[src/rtl/tcdm_xbar_pkg.sv]
// tcdm_xbar_pkg
//   Shared definitions for the TCDM crossbar node and its round-robin
//   arbiter: index-width helper and the request payload layout.
package tcdm_xbar_pkg;

    // Width of an index into N items; never less than one bit so that
    // single-entry configurations still get a legal vector.
    function automatic int unsigned idx_width(input int unsigned n);
        return (n > 1) ? $clog2(n) : 1;
    endfunction

    localparam int unsigned DefAddrWidth = 32;
    localparam int unsigned DefDataWidth = 32;

    // Aggregated request payload forwarded through an output arbiter.
    // The node re-declares the same {addr, wdata} layout with its own
    // parameterised widths; this one matches the default build.
    typedef struct packed {
        logic [DefAddrWidth-1:0] addr;
        logic [DefDataWidth-1:0] wdata;
    } xbar_payload_t;

endpackage

[src/rtl/tcdm_xbar_node_rr_arb.sv]
// rr_arb_node
//   Round-robin arbiter for one crossbar output. Fully combinational
//   request/grant path; the priority pointer advances past the winner
//   only on a completed handshake (req_o && gnt_i).
// Ports:
//   clk_i, rst_i  clock, asynchronous active-high reset
//   req_i         per-input request
//   gnt_o         per-input grant (only the winner, equal to gnt_i)
//   data_i        per-input payload
//   req_o         OR of all requests
//   gnt_i         grant from the downstream slave
//   data_o        winner's payload (input 0's payload when idle)
//   idx_o         winner index
module rr_arb_node
    import tcdm_xbar_pkg::*;
#(
    parameter int unsigned NumReq    = 4,
    parameter int unsigned DataWidth = 64
) (
    input  logic                                clk_i,
    input  logic                                rst_i,
    input  logic [NumReq-1:0]                   req_i,
    output logic [NumReq-1:0]                   gnt_o,
    input  logic [NumReq-1:0][DataWidth-1:0]    data_i,
    output logic                                req_o,
    input  logic                                gnt_i,
    output logic [DataWidth-1:0]                data_o,
    output logic [idx_width(NumReq)-1:0]        idx_o
);

    localparam int unsigned IdxW = idx_width(NumReq);

    logic [IdxW-1:0] ptr_q;
    logic [IdxW-1:0] win;
    logic [IdxW-1:0] cand;
    logic            found;

    // Search upward from the pointer; NumReq is a power of two so the
    // index wraps naturally in IdxW bits.
    always_comb begin
        found = 1'b0;
        win   = '0;
        cand  = '0;
        for (int unsigned i = 0; i < NumReq; i++) begin
            cand = ptr_q + IdxW'(i);
            if (!found && req_i[cand]) begin
                found = 1'b1;
                win   = cand;
            end
        end
    end

    assign req_o  = |req_i;
    assign data_o = data_i[win];
    assign idx_o  = win;

    always_comb begin
        gnt_o      = '0;
        gnt_o[win] = gnt_i & found;
    end

    if (NumReq > 1) begin : g_ptr
        always_ff @(posedge clk_i or posedge rst_i) begin
            if (rst_i) begin
                ptr_q <= '0;
            end else if (req_o && gnt_i) begin
                ptr_q <= win + IdxW'(1);
            end
        end
    end else begin : g_no_ptr
        assign ptr_q = '0;
    end

endmodule

[src/rtl/tcdm_xbar_node.sv]
// tcdm_xbar_node
//   NumIn x NumOut crossbar node for the TCDM/Clos interconnect.
//   Each master is steered to one output by its address MSBs; each output
//   picks one master round-robin; read data returns MemLatency cycles later
//   through a per-master delayed bank-select mux.
// Ports:
//   clk_i, rst_i  clock, asynchronous active-high reset
//   req_i         master requests              add_i    master addresses
//   wdata_i       master write data            gnt_o    master grants (comb.)
//   rdata_o       read data to masters
//   req_o         slave requests               gnt_i    slave grants
//   add_o         forwarded addresses          wdata_o  forwarded write data
//   rdata_i       slave read data
module tcdm_xbar_node
    import tcdm_xbar_pkg::*;
#(
    parameter int unsigned NumIn      = 4,
    parameter int unsigned NumOut     = 4,
    parameter int unsigned AddrWidth  = 32,
    parameter int unsigned DataWidth  = 32,
    parameter int unsigned MemLatency = 1
) (
    input  logic                               clk_i,
    input  logic                               rst_i,
    input  logic [NumIn-1:0]                   req_i,
    input  logic [NumIn-1:0][AddrWidth-1:0]    add_i,
    input  logic [NumIn-1:0][DataWidth-1:0]    wdata_i,
    output logic [NumIn-1:0]                   gnt_o,
    output logic [NumIn-1:0][DataWidth-1:0]    rdata_o,
    output logic [NumOut-1:0]                  req_o,
    input  logic [NumOut-1:0]                  gnt_i,
    output logic [NumOut-1:0][AddrWidth-1:0]   add_o,
    output logic [NumOut-1:0][DataWidth-1:0]   wdata_o,
    input  logic [NumOut-1:0][DataWidth-1:0]   rdata_i
);

    localparam int unsigned SelW = idx_width(NumOut);
    localparam int unsigned InW  = idx_width(NumIn);

    typedef struct packed {
        logic [AddrWidth-1:0] addr;
        logic [DataWidth-1:0] wdata;
    } payload_t;

    localparam int unsigned PayW = $bits(payload_t);

    if (NumIn == 0 || (NumIn & (NumIn - 1)) != 0) begin : g_bad_num_in
        $fatal(1, "tcdm_xbar_node: NumIn must be a power of two");
    end
    if (NumOut == 0 || (NumOut & (NumOut - 1)) != 0) begin : g_bad_num_out
        $fatal(1, "tcdm_xbar_node: NumOut must be a power of two");
    end
    if (NumOut > 1 && AddrWidth < SelW) begin : g_bad_addr
        $fatal(1, "tcdm_xbar_node: AddrWidth too small for NumOut");
    end

    logic [NumIn-1:0][SelW-1:0]    sel;
    logic [NumIn-1:0][PayW-1:0]    in_pay;
    logic [NumOut-1:0][NumIn-1:0]  arb_req;
    logic [NumOut-1:0][NumIn-1:0]  arb_gnt;
    logic [NumIn-1:0][NumOut-1:0]  gnt_t;
    logic [NumOut-1:0][PayW-1:0]   out_pay;
    logic [NumOut-1:0][InW-1:0]    arb_idx;

    // Per master: bank select, payload packing, response path.
    for (genvar j = 0; j < NumIn; j++) begin : g_master
        if (NumOut > 1) begin : g_sel
            assign sel[j] = add_i[j][AddrWidth-1 -: SelW];
        end else begin : g_sel_const
            assign sel[j] = '0;
        end

        assign in_pay[j] = payload_t'{addr: add_i[j], wdata: wdata_i[j]};
        assign gnt_o[j]  = |gnt_t[j];

        if (MemLatency == 0) begin : g_resp_comb
            assign rdata_o[j] = rdata_i[sel[j]];
        end else begin : g_resp_pipe
            logic [MemLatency-1:0][SelW-1:0] sel_pipe;

            if (MemLatency == 1) begin : g_one
                always_ff @(posedge clk_i or posedge rst_i) begin
                    if (rst_i) sel_pipe <= '0;
                    else       sel_pipe <= sel[j];
                end
            end else begin : g_many
                always_ff @(posedge clk_i or posedge rst_i) begin
                    if (rst_i) sel_pipe <= '0;
                    else       sel_pipe <= {sel_pipe[MemLatency-2:0], sel[j]};
                end
            end

            assign rdata_o[j] = rdata_i[sel_pipe[MemLatency-1]];
        end
    end

    // Decoder: request matrix, and its transpose for the grant return.
    for (genvar k = 0; k < NumOut; k++) begin : g_dec_out
        for (genvar j = 0; j < NumIn; j++) begin : g_dec_in
            assign arb_req[k][j] = req_i[j] && (sel[j] == SelW'(k));
            assign gnt_t[j][k]   = arb_gnt[k][j];
        end
    end

    for (genvar k = 0; k < NumOut; k++) begin : g_slave
        payload_t win_pay;

        rr_arb_node #(
            .NumReq    (NumIn),
            .DataWidth (PayW)
        ) i_arb (
            .clk_i  (clk_i),
            .rst_i  (rst_i),
            .req_i  (arb_req[k]),
            .gnt_o  (arb_gnt[k]),
            .data_i (in_pay),
            .req_o  (req_o[k]),
            .gnt_i  (gnt_i[k]),
            .data_o (out_pay[k]),
            .idx_o  (arb_idx[k])
        );

        assign win_pay    = out_pay[k];
        assign add_o[k]   = win_pay.addr;
        assign wdata_o[k] = win_pay.wdata;

        // A grant, when present, must sit on the reported winner index.
        always_comb begin
            if (arb_gnt[k] != '0) begin
                assert (arb_gnt[k][arb_idx[k]]);
            end
        end
    end

endmodule

[config.mk]
export PLATFORM = sky130hd
export DESIGN_NAME = tcdm_xbar_node
export DESIGN_NICKNAME = d
export VERILOG_FILES = /design/src/rtl/tcdm_xbar_pkg.sv /design/src/rtl/tcdm_xbar_node_rr_arb.sv /design/src/rtl/tcdm_xbar_node.sv
export SDC_FILE = /design/constraint.sdc
export NUM_CORES = 1
export LEC_CHECK = 0
export ABC_AREA = 1
export CAP_MARGIN = 30
export CELL_PAD_IN_SITES_DETAIL_PLACEMENT = 1
export CELL_PAD_IN_SITES_GLOBAL_PLACEMENT = 1
export CORE_AREA = 8 8 297 299
export DETAILED_ROUTE_END_ITERATION = 7
export DIE_AREA = 0 0 305 307
export GPL_TIMING_DRIVEN = 0
export PLACE_DENSITY = 0.68
export SETUP_SLACK_MARGIN = 0.1
export SYNTH_ARGS = -nofsm -noshare
export SYNTH_HDL_FRONTEND = slang
export SYNTH_SLANG_ARGS = --single-unit
[constraint.sdc]
create_clock -name clk_i -period 5.9 [get_ports clk_i]
set_clock_uncertainty 0.1 [all_clocks]
set_input_delay 0.885 -clock clk_i [delete_from_list [all_inputs] [get_ports clk_i]]
set_output_delay 0.885 -clock clk_i [all_outputs]
set_load 0.05 [all_outputs]
# Word level (Yosys, flattened, before mapping)
# Cells that the tools add are included.
# totals
register_bits	16
inputBits	394
out_inout_bits	392
elab_cells	220
# op_classes
n_addsub	16
magnitude_cmp	28
eq_ne	12
n_mux	88
bitwise_logic	8
n_reduce_logical	60
# op_table
cell	n
binary-select mux 64 bit (select 2 bit)	4
binary-select mux 32 bit (select 2 bit)	4
two-way mux 64 bit	4
two-way mux 32 bit	4
< comparator 2 x 3 -> 1 bit (second input constant)	24
logical AND 1 bit	36
two-way mux 1 bit	36
binary-select mux 1 bit (select 2 bit)	16
two-way mux 2 bit	16
OR reduction 4 bit	8
adder 2 x 1 -> 2 bit (second input constant)	8
adder 2 bit (second input constant)	8
AND 4 bit	4
equality test 2 bit (second input constant)	8
zero test 1 bit	12
demux 1 bit (select 2 bit)	4
equality test 2 x 1 -> 1 bit (second input constant)	4
greater-or-equal comparator 2 x 1 -> 1 bit (second input constant)	4
zero test 2 bit	4
AND 1 bit	4

# Longest topological paths before layout
# Gate-level depths: netlist (run 1).
# logic_depth
word_depth	20
mapped_depth	18

# Hierarchy
# From an unflattened synthesis (run 1), not the netlist that was laid out.
# unflattened
hier_cells	4040
hier_area_um2	17809.6
# by_module_without_submodules
mod	n_inst	cells_per_inst	area_per_inst_um2
rr_arb_node at g_slave[0].i_arb ...	3	719	3133.0
tcdm_xbar_node	1	1161	5158.7
rr_arb_node at g_slave[3].i_arb	1	722	3251.9

# Worst setup path after synthesis (run 1)
# OpenSTA, ideal clock, no wires.
# synth_timing
path_kind	input port to output port
from	input req_i[1]
to	output add_o[30] (netlist bit)
arrival_time_ns	2.719
t_required_ns	4.915
path_slack_ns	2.196
path_stages	13
cell_sequence	buf_2 nand3_1 nand3_1 nand2_2 nand2_2 nor2_4 nand2_1 nand2_2 nand2_4 buf_6 buf_6 nand2_1 nor2_1
# synth_rtl
element	line_no	source
start: declaration	tcdm_xbar_node.sv:25	input logic [NumIn-1:0] req_i,
end: declaration	tcdm_xbar_node.sv:32	output logic [NumOut-1:0][AddrWidth-1:0] add_o,

==> results of run 1 <==
stage by stage:
| stage | util, % | std cells | worst slack [ps] |
|---|---|---|---|
| after global placement | 28.1 | 4982 | -23.9 |
| after global routing | 28.4 | 4999 | 103 |
| final | 28.4 | 5010 | 270 |
| after floorplan | - | 3121 | 2200 |
| after detailed placement | 28.2 | 4987 | -13.5 |
| after CTS | 28.3 | 4990 | 130 |
logic make-up (layout without fill, tap and decap cells):
group / count (synthesis) / after routing / share of synthesized area [%]
buf+inv: 430 / 1219 / 15.3
simple gates: 1775 / 1775 / 49.0
flops: 16 / 16 / 2.82
compound gates: 900 / 900 / 32.9
other cells: 0 / 20 / 0
routing by layer:
metal	global-route usage, %	vias up	share of wire, %
li1	-	11755	-
met1	33.1	12710	38
met2	49.6	1442	47
met3	7.35	280	9.1
met4	13.7	24	5.6
met5	0	-	0.11
synthesized netlist by cell type, types with 12 or more instances:
master,number
sky130_fd_sc_hd__dfrtp_1,16
sky130_fd_sc_hd__buf_2,43
sky130_fd_sc_hd__nand4_1,23
sky130_fd_sc_hd__o21ai_1,97
sky130_fd_sc_hd__o21ai_0,666
sky130_fd_sc_hd__inv_1,158
sky130_fd_sc_hd__nand3_1,85
sky130_fd_sc_hd__nand2_1,1358
sky130_fd_sc_hd__o22ai_1,128
sky130_fd_sc_hd__nand2_2,12
sky130_fd_sc_hd__buf_4,20
sky130_fd_sc_hd__nor2_1,278
sky130_fd_sc_hd__buf_1,16
sky130_fd_sc_hd__clkbuf_1,121
sky130_fd_sc_hd__buf_6,57
worst register-to-register path, delay by kind of cell (launching register included):
kind	cells	cell delay [ps]
AO/OA/AOI/OAI	1	80
AND/OR/NAND/NOR	9	1290
buffers and inverters	2	510
flip-flops	1	470
how the worst max path moves through the flow:
stage / from / endpoint / slack, ps
3_3_place_gp: add_i[95] / add_o[123] / -20
3_5_place_dp: add_i[95] / add_o[123] / -10
4_1_cts: add_i[95] / wdata_o[94] / 130
5_1_grt: add_i[30] / wdata_o[94] / 100
2_1_floorplan: req_i[1] / add_o[30] / 2200
6_report: add_i[31] / add_o[122] / 270
state kept, by name (all words and copies together) (netlist names):
| signal | flops |
|---|---|
| g_slave.i_arb.ptr_q | 8 |
| g_master.g_resp_pipe.sel_pipe | 8 |
layout make-up:
cell class / instances / area share (%)
Buffer: 257 / 6.57
Timing Repair Buffer: 786 / 33.5
Clock buffer: 3 / 0.318
Antenna cell: 20 / 0.212
Sequential cell: 16 / 1.70
Multi-Input combinational cell: 2675 / 49.2
Inverter: 173 / 2.76
Tap cell: 1080 / 5.72
timing repair:
action | in CTS | in global routing
gates resized for setup | 10 | 30
setup endpoints to repair | 31 | 33
hold buffers | 0 | 0
pin swaps | 0 | 0
==> impl_metrics.prom, run 1 <==
# TYPE chip_impl_metric gauge
chip_impl_metric{name="report.final.setup_viol",unit=""} 0
chip_impl_metric{name="path_buf_inv",unit=""} 4
chip_impl_info{name="cts_tree",value="built"} 1
chip_impl_metric{name="buffer_ports.inserted",unit=""} 781
chip_impl_metric{name="clkLatencyLatePin",unit="ps"} 250
chip_impl_metric{name="cts_bufs_inserted",unit=""} 3
chip_impl_metric{name="die_span_in_x",unit="um"} 305
chip_impl_metric{name="drc_errors",unit=""} 0
chip_impl_metric{name="floorplan.initialDensity",unit="%"} 17.1
chip_impl_metric{name="cell_area_after_layout",unit="um^2"} 23600
chip_impl_metric{name="timing.critical_path.fanout_max",unit=""} 10
chip_impl_metric{name="core_region_area",unit="um^2"} 83200
chip_impl_metric{name="worstHoldPathCells",unit=""} 2
chip_impl_info{name="crit_path_max_delay_family",value="buffers and inverters"} 1
chip_impl_metric{name="grt_util_all_layers",unit="%"} 28.8
chip_impl_metric{name="postCtsSetupBuffers",unit=""} 0
chip_impl_metric{name="synth_top_area_share",unit="%"} 35.9
chip_impl_metric{name="tritoncts_num_sinks",unit=""} 16
chip_impl_info{name="synth_largest_area_cell",value="sky130_fd_sc_hd__nand2_1"} 1
chip_impl_metric{name="final-max-slew-violation-count",unit=""} 0
chip_impl_metric{name="detailedRoute.firstPassIterationCount",unit=""} 5
chip_impl_metric{name="seq_area",unit="um^2"} 400
chip_impl_metric{name="synth_seq_cells",unit=""} 16
chip_impl_metric{name="grt_antenna_before_repair",unit=""} 34
chip_impl_metric{name="first_global_vias",unit=""} 25894
chip_impl_metric{name="drt_iter0_markers",unit=""} 2320
chip_impl_metric{name="total_area_of_multi_input_combinational_cells",unit="um^2"} 11600
chip_impl_info{name="critical_path.reg2reg.endpoint",value="g_slave[1].i_arb.ptr_q[1]$_DFFE_PP0P_"} 1
chip_impl_metric{name="yosys_warnings",unit=""} 0
chip_impl_info{name="most_common_cell_after_layout_fill_and_taps_aside",value="sky130_fd_sc_hd__nand2_1"} 1
chip_impl_info{name="setup_repair_after_global_routing_missed_its_margin",value="false"} 1
chip_impl_metric{name="drive_above_1_share",unit="%"} 4.68
chip_impl_metric{name="io_pins",unit=""} 786
chip_impl_info{name="path_class",value="input pin to output port"} 1
chip_impl_metric{name="ctsHtreeMaxLevel",unit=""} 1
chip_impl_info{name="hp-start",value="g_slave[0].i_arb.ptr_q[1]$_DFFE_PP0P_"} 1
chip_impl_metric{name="worst_ep_required_time",unit="ps"} 4910
chip_impl_metric{name="route.vias.total",unit=""} 26211
chip_impl_metric{name="fin_crit",unit="ps"} 5630
chip_impl_metric{name="postRouteAntennaNets",unit=""} 0
chip_impl_metric{name="area_growth_syn_to_layout",unit="%"} 66.3
chip_impl_metric{name="max_freq",unit="MHz"} 178
chip_impl_info{name="synth_flop_cell",value="sky130_fd_sc_hd__dfrtp_1"} 1
chip_impl_metric{name="timing.hold.ws",unit="ps"} 597
chip_impl_metric{name="syn_avg_cell_area",unit="um^2"} 4.55
chip_impl_metric{name="fin_setup_tns",unit="ps"} 0
chip_impl_metric{name="hpwlAfterDp",unit="um"} 116000
chip_impl_metric{name="syn_inst",unit=""} 3121
chip_impl_metric{name="rows",unit=""} 106
chip_impl_metric{name="synth.net_count",unit=""} 3515
chip_impl_metric{name="tightestPinTransition",unit="ps"} 1000
chip_impl_metric{name="post_drt_wl_per_cell",unit="um"} 28.9
chip_impl_metric{name="grt_pass1_wl",unit="um"} 200000
chip_impl_metric{name="netlist_area",unit="um^2"} 14200
chip_impl_info{name="outcome",value="finished, final reports clean"} 1
chip_impl_metric{name="number_of_enable_type_register_cells_in_the_synthesized_netlist",unit=""} 0
chip_impl_metric{name="detailed_place.area",unit="um^2"} 23400
chip_impl_info{name="cpMaxStageDelayCell",value="sky130_fd_sc_hd__clkdlybuf4s50_1"} 1
chip_impl_info{name="end_kind",value="output port"} 1
chip_impl_metric{name="ff2ff_path_depth",unit=""} 12
chip_impl_info{name="timing.critical_path.from_type",value="input pin"} 1
chip_impl_metric{name="detail_route.wirelength",unit="um"} 145000
chip_impl_metric{name="fill_cells",unit=""} 11150
chip_impl_info{name="cells_taking_the_most_area_after_synthesis",value="sky130_fd_sc_hd__nand2_1 (36%), sky130_fd_sc_hd__o21ai_0 (23%), sky130_fd_sc_hd__nor2_1 (7.3%)"} 1
chip_impl_metric{name="number_of_nets_in_the_finished_design",unit=""} 4306
chip_impl_info{name="critical_path.most_common_cell",value="sky130_fd_sc_hd__nand2_1"} 1
chip_impl_metric{name="cp_data_arrival_time",unit="ps"} 4650
chip_impl_metric{name="maxCapViolations",unit=""} 0
chip_impl_metric{name="grt_max_degree",unit=""} 17
chip_impl_info{name="layout_common_cells",value="sky130_fd_sc_hd__nand2_1 (1,358), sky130_fd_sc_hd__clkdlybuf4s50_1 (770), sky130_fd_sc_hd__o21ai_0 (666)"} 1
chip_impl_info{name="holdPathEnd",value="g_slave[0].i_arb.ptr_q[1]$_DFFE_PP0P_"} 1
chip_impl_metric{name="stage_delay_of_the_slowest_cell_on_the_critical_path",unit="ps"} 840
chip_impl_metric{name="die_h",unit="um"} 307
chip_impl_metric{name="gp_congestion",unit=""} 0.987
chip_impl_info{name="r2r-start",value="g_slave[1].i_arb.ptr_q[1]$_DFFE_PP0P_"} 1
chip_impl_metric{name="viasPerCell",unit=""} 5.23
chip_impl_metric{name="synth_cell_types",unit=""} 28
chip_impl_info{name="clockRootBuffer",value="sky130_fd_sc_hd__clkbuf_16"} 1
chip_impl_metric{name="clkSlewWorstSetupHoldPaths",unit="ps"} 50
chip_impl_metric{name="final_min_period_over_clock_period",unit="%"} 95.4
chip_impl_info{name="worstPathCellList",value="clkdlybuf4s50_1 -> nand3_1 -> nand2_1 -> nand3_1 -> nand2_1 -> nor2_2 -> nand4_1 -> nand2_1 -> buf_2 -> clkdlybuf4s15_2 -> nand2_1 -> nand2_1 -> clkdlybuf4s50_1"} 1
chip_impl_metric{name="gr-total-overflow",unit=""} 0
chip_impl_metric{name="synth.yosys.seq_area_share",unit="%"} 2.82
chip_impl_metric{name="worstSetupPathDepth",unit=""} 13
chip_impl_info{name="hp-class",value="register to register"} 1
chip_impl_metric{name="synth-async-reset-ratio",unit="%"} 100
chip_impl_metric{name="clock_tree.buffer_depth",unit=""} 2
chip_impl_metric{name="floorplan.die_area",unit="um^2"} 93600
chip_impl_metric{name="maxSlewHeadroom",unit="%"} 33.3
chip_impl_metric{name="regToRegSetupSlack",unit="ps"} 3320
chip_impl_metric{name="timing.final.hold_violations",unit=""} 0
Power of run 1 is left out: the tool's default activity adds up to more than one toggle a clock period on the data nets, which glitch-free logic cannot reach.
==> run 2, diff against run 1 <==
--- a/config.mk
+++ b/config.mk
@@ -9,12 +9,14 @@
 export CAP_MARGIN = 30
 export CELL_PAD_IN_SITES_DETAIL_PLACEMENT = 1
 export CELL_PAD_IN_SITES_GLOBAL_PLACEMENT = 1
-export CORE_AREA = 8 8 297 299
+export CORE_AREA = 8 8 302 304
+export CTS_CLUSTER_DIAMETER = 60
 export DETAILED_ROUTE_END_ITERATION = 7
-export DIE_AREA = 0 0 305 307
+export DIE_AREA = 0 0 310 312
 export GPL_TIMING_DRIVEN = 0
-export PLACE_DENSITY = 0.68
+export PLACE_DENSITY = 0.73
 export SETUP_SLACK_MARGIN = 0.1
 export SYNTH_ARGS = -nofsm -noshare
 export SYNTH_HDL_FRONTEND = slang
+export SYNTH_HIERARCHICAL = 1
 export SYNTH_SLANG_ARGS = --single-unit
==> run 2 against run 1 <==
Synthesized cell count grew 29%. Count of clock-buffer cells in the layout did not move. Worst hold slack got worse by 57 ps. Die area rose by 3.3%. Synthesized area up 25%.
==> impl_metrics.prom, run 2 <==
# TYPE chip_impl_metric gauge
chip_impl_info{name="outcome",value="finished, final reports clean"} 1
chip_impl_metric{name="regToRegSetupSlack",unit="ps"} 3360
chip_impl_metric{name="number_of_nets_in_the_finished_design",unit=""} 5224
chip_impl_metric{name="max_freq",unit="MHz"} 174
chip_impl_metric{name="tightestPinTransition",unit="ps"} 801
chip_impl_metric{name="area_growth_syn_to_layout",unit="%"} 53.4
chip_impl_metric{name="postRouteAntennaNets",unit=""} 0
chip_impl_metric{name="syn_inst",unit=""} 4040
chip_impl_metric{name="drive_above_1_share",unit="%"} 9.42
chip_impl_metric{name="gp_congestion",unit=""} 1.04
chip_impl_metric{name="viasPerCell",unit=""} 5.21
chip_impl_metric{name="post_drt_wl_per_cell",unit="um"} 26.5
chip_impl_metric{name="maxCapViolations",unit=""} 0
chip_impl_metric{name="number_of_enable_type_register_cells_in_the_synthesized_netlist",unit=""} 0
chip_impl_metric{name="clkLatencyLatePin",unit="ps"} 250
chip_impl_info{name="synth_largest_area_cell",value="sky130_fd_sc_hd__nand2_1"} 1
chip_impl_metric{name="synth_seq_cells",unit=""} 16
chip_impl_metric{name="clock_tree.buffer_depth",unit=""} 2
chip_impl_info{name="yosys.cell_count.top_type",value="sky130_fd_sc_hd__nand2_1"} 1
chip_impl_metric{name="clkSlewWorstSetupHoldPaths",unit="ps"} 50
chip_impl_metric{name="floorplan.initialDensity",unit="%"} 20.7
chip_impl_metric{name="die_span_in_x",unit="um"} 310
chip_impl_metric{name="synth_xor_area_share",unit="%"} 0
chip_impl_metric{name="timing.critical_path.fanout_max",unit=""} 10
chip_impl_metric{name="synth.net_count",unit=""} 4434
chip_impl_metric{name="ff2ff_path_depth",unit=""} 11
chip_impl_metric{name="synth_compound_gate_area_share",unit="%"} 0.386
chip_impl_info{name="holdPathEnd",value="g_slave[1].i_arb/ptr_q[1]$_DFFE_PP0P_"} 1
chip_impl_info{name="end_kind",value="output port"} 1
chip_impl_metric{name="detail_route.wirelength",unit="um"} 160000
chip_impl_info{name="top_regs",value="g_master.g_resp_pipe.sel_pipe: 8 flops, g_slave.i_arb/ptr_q: 8 flops"} 1
chip_impl_metric{name="final_min_period_over_clock_period",unit="%"} 97.3
chip_impl_metric{name="post_synth_and_or_nand_nor_area_fraction",unit="%"} 81.4
chip_impl_metric{name="rows",unit=""} 108
chip_impl_info{name="synth_flop_cell",value="sky130_fd_sc_hd__dfrtp_1"} 1
chip_impl_info{name="most_common_cell_after_layout_fill_and_taps_aside",value="sky130_fd_sc_hd__nand2_1"} 1
chip_impl_info{name="r2r-start",value="g_slave[1].i_arb/ptr_q[1]$_DFFE_PP0P_"} 1
chip_impl_info{name="hp-class",value="register to register"} 1
chip_impl_metric{name="fin_crit",unit="ps"} 5740
chip_impl_metric{name="floorplan.die_area",unit="um^2"} 96700
chip_impl_metric{name="worstHoldPathCells",unit=""} 2
chip_impl_metric{name="timing.hold.ws",unit="ps"} 540
chip_impl_metric{name="detailedRoute.firstPassIterationCount",unit=""} 5
chip_impl_metric{name="grt_pass1_wl",unit="um"} 223000
chip_impl_metric{name="timing.final.hold_violations",unit=""} 0
chip_impl_info{name="clockRootBuffer",value="sky130_fd_sc_hd__clkbuf_16"} 1
chip_impl_metric{name="report.final.setup_viol",unit=""} 0
chip_impl_info{name="cells_taking_the_most_area_after_synthesis",value="sky130_fd_sc_hd__nand2_1 (55%), sky130_fd_sc_hd__nand3_1 (19%), sky130_fd_sc_hd__buf_2 (5.0%)"} 1
chip_impl_metric{name="tritoncts_num_sinks",unit=""} 16
chip_impl_metric{name="route.vias.total",unit=""} 31439
chip_impl_metric{name="final-max-slew-violation-count",unit=""} 0
chip_impl_metric{name="synth_cell_types",unit=""} 23
chip_impl_info{name="layout_common_cells",value="sky130_fd_sc_hd__nand2_1 (2,601), sky130_fd_sc_hd__nand3_1 (671), sky130_fd_sc_hd__clkdlybuf4s50_1 (600)"} 1
chip_impl_metric{name="cp_data_arrival_time",unit="ps"} 4750
chip_impl_metric{name="postCtsSetupBuffers",unit=""} 0
chip_impl_info{name="path_class",value="input pin to output port"} 1
chip_impl_metric{name="buffer_ports.inserted",unit=""} 785
chip_impl_metric{name="io_pins",unit=""} 786
chip_impl_metric{name="drt_iter0_markers",unit=""} 3041
chip_impl_metric{name="core_region_area",unit="um^2"} 86200
chip_impl_metric{name="gr-total-overflow",unit=""} 0
chip_impl_metric{name="cts_bufs_inserted",unit=""} 3
chip_impl_metric{name="maxSlewHeadroom",unit="%"} 46.8
chip_impl_metric{name="first_global_vias",unit=""} 30661
chip_impl_metric{name="synth_mux_area_share",unit="%"} 0
chip_impl_metric{name="synthAdderAreaFrac",unit="%"} 0
chip_impl_info{name="synth_top_family_by_area",value="simple AND/OR/NAND/NOR gates"} 1
chip_impl_metric{name="worst_ep_required_time",unit="ps"} 4910
chip_impl_metric{name="grt_antenna_before_repair",unit=""} 72
chip_impl_metric{name="hpwlAfterDp",unit="um"} 130000
chip_impl_metric{name="synth_top_area_share",unit="%"} 54.8
chip_impl_info{name="cts_tree",value="built"} 1
chip_impl_info{name="synth_commonest_cells",value="sky130_fd_sc_hd__nand2_1 (2,601), sky130_fd_sc_hd__nand3_1 (671), sky130_fd_sc_hd__buf_2 (179), sky130_fd_sc_hd__nand4_1 (137), sky130_fd_sc_hd__inv_1 (109)"} 1
chip_impl_metric{name="fill_cells",unit=""} 12137
chip_impl_metric{name="die_h",unit="um"} 312
chip_impl_info{name="timing.critical_path.from_type",value="input pin"} 1
chip_impl_info{name="hp-start",value="g_slave[1].i_arb/ptr_q[1]$_DFFE_PP0P_"} 1
chip_impl_metric{name="synth-async-reset-ratio",unit="%"} 100
chip_impl_metric{name="synth.yosys.seq_area_share",unit="%"} 2.25
chip_impl_metric{name="grt_util_all_layers",unit="%"} 30.9
chip_impl_info{name="setup_repair_after_global_routing_missed_its_margin",value="true"} 1
chip_impl_info{name="critical_path.reg2reg.endpoint",value="g_slave[1].i_arb/ptr_q[1]$_DFFE_PP0P_"} 1
chip_impl_metric{name="netlist_area",unit="um^2"} 17800
chip_impl_metric{name="ctsHtreeMaxLevel",unit=""} 1
chip_impl_metric{name="grt_max_degree",unit=""} 11
chip_impl_metric{name="yosys_warnings",unit=""} 6
chip_impl_metric{name="drc_errors",unit=""} 0
chip_impl_metric{name="syn_avg_cell_area",unit="um^2"} 4.41
[run 2: repair_timing]
item,in CTS,in global routing
endpoints found under the setup margin,233,219
hold buffers,0,0
resized for setup,127,149
gates cloned,0,0
[run 2: worst max-delay path by stage]
| stage | from | end | slack (ps) | depth (start not counted) |
|---|---|---|---|---|
| after floorplan | add_i[63] | add_o[100] | 2030 | 10 |
| after global placement | add_i[63] | add_o[124] | -730 | 12 |
| after detailed placement | add_i[63] | add_o[124] | -740 | 12 |
| after CTS | add_i[127] | add_o[73] | 100 | 16 |
| after global routing | add_i[31] | add_o[73] | 60 | 16 |
| final | add_i[95] | add_o[86] | 160 | 16 |
[run 2: cells by family after synthesis]
family	Yosys count
simple gates	3496
buf+inv	517
flops	16
compound gates	11
[run 2: critical path: stages]
cell and delay, ps:
sky130_fd_sc_hd__clkdlybuf4s50_1 800, sky130_fd_sc_hd__inv_1 140, sky130_fd_sc_hd__nor3_2 320, sky130_fd_sc_hd__inv_1 130, sky130_fd_sc_hd__nand2_1 90, sky130_fd_sc_hd__nand3_1 120, sky130_fd_sc_hd__nand2_2 150, sky130_fd_sc_hd__a21oi_2 50
sky130_fd_sc_hd__nand2_2 110, sky130_fd_sc_hd__buf_2 410, sky130_fd_sc_hd__buf_2 340, sky130_fd_sc_hd__nand3_1 110, sky130_fd_sc_hd__nand2_1 70, sky130_fd_sc_hd__nand2_1 60, sky130_fd_sc_hd__nand2_1 300, sky130_fd_sc_hd__dlygate4sd2_1 660
[run 2: layout make-up]
cell class                 count  area [um^2]  share of cell area, %
multi-input combinational   3507        14600                   53.3
timing repair buffer         785         7830                   28.7
buffer                       322         2130                   7.80
tap                         1155         1450                   5.29
inverter                     195          749                   2.74
sequential                    16          400                   1.47
antenna                       49          123                  0.449
clock buffer                   3         75.1                  0.275
[run 2: per-stage QoR]
step / setup TNS, ps / std cells / utilization (%) / area, um^2 / setup slack [ps]
floorplan: 0 / 4040 / - / 17800 / 2030
global placement: -42720 / 5980 / 31.4 / 27100 / -729
detailed placement: -44110 / 5980 / 31.4 / 27100 / -736
CTS: 0 / 5983 / 31.4 / 27100 / 98.4
global route: 0 / 6013 / 31.6 / 27300 / 55.9
finish: 0 / 6032 / 31.7 / 27300 / 162
[run 2: routing by layer]
metal	GRT usage, %	share of wire, %	vias to the layer above
met4	14.7	5.3	48
met1	36.6	38	15155
met3	9.03	10	346
li1	-	-	14272
met5	0	0.21	-
met2	51.0	46	1618
Power of run 2 is left out for the same reason.
